$ cat config.mk
export PLATFORM = sky130hd
export DESIGN_NAME = mixcolumns_serial
export DESIGN_NICKNAME = d
export VERILOG_FILES = /design/src/rtl/mixcolumns_serial.sv
export SDC_FILE = /design/constraint.sdc
export NUM_CORES = 1
export LEC_CHECK = 0
export BUFFER_PORTS_ARGS = -buffer_cell sky130_fd_sc_hd__buf_2
export CAP_MARGIN = 20
export CORE_AREA = 2 2 101 200
export CTS_BUF_LIST = sky130_fd_sc_hd__clkbuf_16
export DETAILED_ROUTE_END_ITERATION = 10
export DIE_AREA = 0 0 103 202
export PLACE_DENSITY = 0.92
export SLEW_MARGIN = 20
export SYNTH_ARGS = -nofsm -noshare
export SYNTH_HDL_FRONTEND = slang
export SYNTH_SLANG_ARGS = --single-unit
$ cat constraint.sdc
create_clock -name clk -period 3.4 [get_ports clk]
set_clock_uncertainty 0.15 [all_clocks]
set_input_delay 0.68 -clock clk [delete_from_list [all_inputs] [get_ports clk]]
set_output_delay 0.68 -clock clk [all_outputs]
set_load 0.01 [all_outputs]
$ cat src/rtl/mixcolumns_serial.sv
// Column-serial AES MixColumns stage: accepts one 128-bit state, transforms
// COLS_PER_CYCLE columns per cycle in place, then holds the result until taken.
module mixcolumns_serial #(
  parameter int COLS_PER_CYCLE = 1
) (
  input  logic         clk,
  input  logic         rst_n,
  input  logic         in_valid,
  output logic         in_ready,
  input  logic [127:0] in_data,
  input  logic         in_bypass,
  output logic         out_valid,
  input  logic         out_ready,
  output logic [127:0] out_data
);

  if (!(COLS_PER_CYCLE == 1 || COLS_PER_CYCLE == 2 || COLS_PER_CYCLE == 4)) begin : g_bad_cols
    $error("mixcolumns_serial: COLS_PER_CYCLE must be 1, 2 or 4");
  end

  typedef enum logic [1:0] {
    IDLE = 2'd0,
    BUSY = 2'd1,
    DONE = 2'd2
  } state_t;

  // For COLS_PER_CYCLE=4 the step truncates to 0; the counter then stays at 0.
  localparam logic [1:0] STEP = 2'(COLS_PER_CYCLE);
  localparam logic [1:0] LAST = 2'(4 - COLS_PER_CYCLE);
  localparam logic [2:0] SPAN = 3'(COLS_PER_CYCLE);

  state_t         state;
  logic [127:0]   work;
  logic [127:0]   next_work;
  logic [1:0]     cnt;
  logic           bypass;

  function automatic logic [7:0] xtime(input logic [7:0] x);
    return {x[6:0], 1'b0} ^ (x[7] ? 8'h1b : 8'h00);
  endfunction

  function automatic logic [31:0] mix_col(input logic [31:0] col);
    logic [7:0] a0, a1, a2, a3;
    a0 = col[31:24];
    a1 = col[23:16];
    a2 = col[15:8];
    a3 = col[7:0];
    return {xtime(a0) ^ xtime(a1) ^ a1 ^ a2 ^ a3,
            a0 ^ xtime(a1) ^ xtime(a2) ^ a2 ^ a3,
            a0 ^ a1 ^ xtime(a2) ^ xtime(a3) ^ a3,
            xtime(a0) ^ a0 ^ a1 ^ a2 ^ xtime(a3)};
  endfunction

  // Working-register update: transform the columns in the current group.
  always_comb begin
    next_work = work;
    for (int c = 0; c < 4; c++) begin
      if (!bypass && (3'(c) >= {1'b0, cnt}) && (3'(c) < ({1'b0, cnt} + SPAN))) begin
        next_work[127-32*c -: 32] = mix_col(work[127-32*c -: 32]);
      end else begin
        next_work[127-32*c -: 32] = work[127-32*c -: 32];
      end
    end
  end

  // Control FSM, column counter, bypass flag and working register.
  always_ff @(posedge clk or negedge rst_n) begin
    if (!rst_n) begin
      state  <= IDLE;
      work   <= 128'h0;
      cnt    <= 2'd0;
      bypass <= 1'b0;
    end else begin
      case (state)
        IDLE: begin
          if (in_valid) begin
            work   <= in_data;
            bypass <= in_bypass;
            cnt    <= 2'd0;
            state  <= BUSY;
          end
        end
        BUSY: begin
          work <= next_work;
          cnt  <= cnt + STEP;
          if (cnt == LAST) begin
            state <= DONE;
          end
        end
        DONE: begin
          if (out_ready) begin
            if (in_valid) begin
              work   <= in_data;
              bypass <= in_bypass;
              cnt    <= 2'd0;
              state  <= BUSY;
            end else begin
              state <= IDLE;
            end
          end
        end
        default: begin
          state <= IDLE;
        end
      endcase
    end
  end

  assign out_valid = (state == DONE);
  assign out_data  = work;
  // Only combinational input-to-output path: lets a back-to-back accept overlap DONE.
  assign in_ready  = (state == IDLE) | ((state == DONE) & out_ready);

endmodule
# Word level (Yosys, flattened, before mapping)
# Index checks and enable logic that the tools add are counted.
[word_totals]
ff_bits = 133
wordCells = 160
output_inout_bits = 130
inputBits = 133
[op_classes]
addsub = 2
n_bitwise = 82
mux = 34
eq_ne = 10
reduce_logical = 18
n_lt_le_gt_ge = 7
[op_table]
columns = ["operator", "count"]
rows = [
  ["8-bit bitwise XOR", 64],
  ["128-bit case mux with 3 select lines", 1],
  ["128-bit two-way mux", 2],
  ["32-bit two-way mux", 4],
  ["8-bit by 5-bit bitwise XOR with 8-bit output", 16],
  ["5-bit two-way mux", 16],
  ["3-bit AND reduction", 5],
  ["2-bit inequality test, second input constant", 6],
  ["2-bit case mux with 3 select lines", 2],
  ["2-bit two-way mux", 5],
  ["1-bit logical AND", 7],
  ["1-bit by 3-bit less-than comparator with 1-bit output, first input constant", 2],
  ["2-bit by 3-bit less-than comparator with 1-bit output, first input constant", 2],
  ["2-bit equality test, second input constant", 2],
  ["1-bit by 2-bit greater-or-equal comparator with 1-bit output, first input constant", 2],
  ["2-bit AND reduction", 2],
  ["2-bit by 1-bit adder with 3-bit output, second input constant", 1],
  ["1-bit two-way mux", 3],
  ["3-bit nonzero test", 1],
  ["2-bit by 1-bit adder with 2-bit output, second input constant", 1],
  ["2-bit by 1-bit equality test with 1-bit output, second input constant", 1],
  ["2-bit greater-or-equal comparator, first input constant", 1],
  ["2-bit logical NOT", 1],
  ["2-bit by 1-bit inequality test with 1-bit output, second input constant", 1],
  ["5 further kinds", 5],
]

# Depth between registers and ports, before layout
[depth]
ltp_word = 8
depth_mapped = 9
depth_no_buf = 6

# Worst setup path before layout
# No wires, ideal clock.
[synth_path]
path_type = "reg2reg"
from = "register cnt[0]"
to = "register work[32] (netlist: out_data[32])"
arrival_time_ns = 2.189
t_required_ns = 3.164
slack_ns = 0.975
setup_time_ns = 0.086
n_path_buf = 3
period_less_slack_ns = 2.425
path_stages_with_launch = 10
cell_sequence = "dfrtp_1 -> inv_1 -> ha_1 -> or4_1 -> a221o_1 -> buf_6 -> or2_1 -> buf_6 -> buf_6 -> o221ai_2"
[synth_between]
elab_chain_cells = 5
word_cells_on_any_way = 7
cone_classes = "1 x add/sub; 2 x order compare; 1 x eq/ne; 3 x reduce/logical"
[synth_lines]
columns = ["item", "line_no", "rtl"]
rows = [
  ["start, declared", "35", "logic [1:0] cnt;"],
  ["start signal, assigned", "85", "cnt <= cnt + STEP;"],
  ["2-bit by 1-bit adder with 3-bit output or 2-bit greater-or-equal comparator (tied branches)", "58", "if (!bypass && (3'(c) >= {1'b0, cnt}) && (3'(c) < ({1'b0, cnt} + SPAN))) begin"],
  ["2-bit by 3-bit less-than comparator with 1-bit output or 1-bit logical AND (tied branches)", "58", ""],
  ["1-bit logical AND (*)", "58", ""],
  ["2-bit inequality test (no source line) (*)", "n/a", ""],
  ["3-bit AND reduction (no source line) (*)", "n/a", ""],
  ["end signal, assigned", "77", "work <= in_data;"],
  ["end signal, assigned", "84", "work <= next_work;"],
  ["end signal, assigned", "93", "work <= in_data;"],
  ["end, declared", "33", "logic [127:0] work;"],
]
# Mark *: on every way between the ends. The rest lies on a longest branch, timed or not.
# A chain may end at the register's enable or synchronous reset.

# Worst setup path after layout
[layout_path]
from = "register cnt[0]"
to = "register work[60] (netlist: out_data[60])"
# The elaborated chain is that of the path after synthesis.

==> results.md <==
- Final setup viols: 0
- Hold Violations, Final: 0
- Synthesized instance count: 1009
- CP startpoint kind: flop
- Synth area leader: dfrtp_1
- I/O pin cnt: 263
- Min-delay worst type: in2async
- Pins Over Slew Limit: 0
- Synth warnings: 0
- Worst path slowest cell: or4_1
- Tot GR Track Use: 0.289
- Crit path largest cell delay: 0.55 ns
- Sequential share of the synthesized area: 0.319
- Clk pin slew, worst setup/hold paths: 0.06 ns
- TritonCTS Buffers: 17
- Final RePlAce weighted congestion: 0.936
- Initial antenna violation count: 1
- Final WS setup: 0.721 ns
- Post-CTS Setup Inserts: 0
- Syn Area/Cell: 10.3 um^2
- DR vias/cell: 5.73
- TNS Setup: 0 ns
- Yosys top cell area share: 0.319
- Reg2reg start: cnt[0]
- H-tree levels: 4
- Worst R2R Path Depth: 7
- R2r setup slk: 0.72 ns
- Sink Count: 133
- Synth unique cells: 38
- Min Tclk post-route: 2.68 ns
- Vias post-DR: 8615
- Synth Net Count: 1145
- Least-Margin Pin Slew: 1.10 ns
- Hold WS: 0.0480 ns
- Core Area: 19300 um^2
- Crit path to: out_data[60]
- RSZ-0062 raised after global routing: false
- Routed Antenna Nets: 0
- Area after DPL: 11900 um^2
- Hpwl dp: 22200 um
- Max_cap viols: 0
- Share of post-route cells with drive strength above 1: 0.299
- CP Data Required Time: 3.54 ns
- Finished Cell Area: 12500 um^2
- Filler instances: 1495
- Clock buffer depth: 2
- Die area: 20800 um^2
- Ratio of final minimum period to clock period: 0.788
- Synth area leaders: dfrtp_1 (32%), xnor2_1 (21%), xor2_1 (9.0%)
- Remaining DRCs: 0
- CP Launch Point: cnt[0]
- R2r endpoint: out_data[60]
- Worst Path Max Fanout: 62
- Row count: 72
- Initial core utilization: 0.541
- Status: complete, no violations
- Synth-to-layout area growth: 19.6%
- CTS tree: built
- Vias in the first global route: 9094
- Largest net degree at the start of global routing: 85
- Post-synthesis register bit count: 133
- Crit Path Category: reg2reg
- Final wirelength: 30000 um
- Post-Place Setup Slack: 0.730 ns
- Rel. slew slack: 0.269
- First-pass GRT wire length: 46700 um
- Synthesized area: 10400 um^2
- Clk root buf: clkbuf_16
- First-pass detailed-route iteration total: 5
- Worst-path cell chain: inv_1 > ha_1 > or4_1 > a221o_2 > buf_4 > mux2i_1 > o21ai_0
- Post-cts resize count: 0
- Primary FF master, synth: dfrtp_1
- Wirelength per Cell: 20.0 um
- CTS Hold Bufs: 0
- Synth cell count leaders: xnor2_1 (249), nand2_1 (163), dfrtp_1 (133)
- Cell with the most instances after synthesis: xnor2_1
- 1st-iter DRT viols: 339
- I/O Buffers: 262
- Synth async-reset ratio: 1.00
- Clk_lat worst skew: 0.42 ns
- CP Capture Type: flop
- Post-synth EDFFs: 0
- Achievable frequency: 373 MHz
- Gr ovfl total: 0
- Die W: 103 um
- Worst Path Arrival: 2.82 ns
- Die height: 202 um
- NumNets Final: 1367
==> worst max-delay path, delay by kind of cell, from the launching register on <==
family	cells	cell delay, ns
AND/OR/NAND/NOR	1	0.55
AO/OA/AOI/OAI	2	0.49
buffers and inverters	2	0.44
flip-flops	1	0.42
multiplexers	1	0.24
adder cells (fa/ha/maj)	1	0.22
==> placed cells by master (no fill, tap or decap), types with 4 or more instances in the layout <==
| cell | count |
|---|---|
| nand3_1 | 12 |
| o21ai_0 | 33 |
| o221ai_1 | 28 |
| nand2_1 | 163 |
| buf_2 | 261 |
| clkbuf_16 | 17 |
| nor2_1 | 8 |
| xor3_1 | 10 |
| mux2i_1 | 4 |
| inv_1 | 12 |
| o211ai_1 | 12 |
| and2_0 | 4 |
| xnor2_1 | 249 |
| xnor3_1 | 33 |
| a221o_1 | 20 |
| buf_4 | 12 |
| a211o_1 | 4 |
| xor2_1 | 107 |
| mux2_2 | 34 |
| dfrtp_1 | 133 |
| and3_1 | 20 |
| o221ai_2 | 30 |
==> through the flow <==
step | instances | util
after floorplan | 1009 | -
after global placement | 1471 | 0.617
after detailed placement | 1471 | 0.617
after CTS | 1503 | 0.647
after global routing | 1504 | 0.647
final | 1504 | 0.647
==> sequential cells by signal (all words and copies together) (netlist names) <==
name and cells:
out_data 128, cnt 2, state 2, bypass 1
==> final cells by class <==
class                           count  area (um^2)  share of cell area
Antenna cell                        1         2.50            0.000201
Clock buffer                       17          425              0.0341
Clock inverter                     15          149              0.0119
Inverter                            8         30.0             0.00241
Multi-Input combinational cell    796         6790               0.544
Sequential cell                   133         3330               0.267
Tap cell                          259          324              0.0260
Timing Repair Buffer              275         1430               0.114
==> cell families (layout without fill, tap and decap cells) <==
family,count (synthesis),in the layout,share of synthesized area
buf+inv,80,315,0.0334
simple gates,220,220,0.0904
compound gates,136,136,0.120
other cells,0,1,0
fa+ha+maj,3,3,0.00360
mux,38,38,0.0405
xor+xnor,399,399,0.393
flops,133,133,0.319
==> metal layers <==
layer	GRT usage	vias to the layer above	share of wire	routed length (um)
met5	0	-	0	0
met2	0.505	426	0.53	15900
li1	-	3871	-	-
met3	0.0678	129	0.065	1940
met4	0.201	0	0.068	2040
met1	0.293	4189	0.34	10200
==> how the worst min path moves through the flow <==
stage                      start      endpoint  slack [ns]  depth (start not counted)
after floorplan            rst_n        bypass        0.23                          0
after global placement    cnt[1]        cnt[1]        0.37                          1
after detailed placement  cnt[1]        cnt[1]        0.38                          1
after CTS                  rst_n  out_data[97]        0.05                          1
after global routing       rst_n  out_data[97]        0.06                          1
final                      rst_n  out_data[97]        0.05                          1
Power is left out: the tool's default activity adds up to more than one toggle a clock period on the data nets, which glitch-free logic cannot reach.
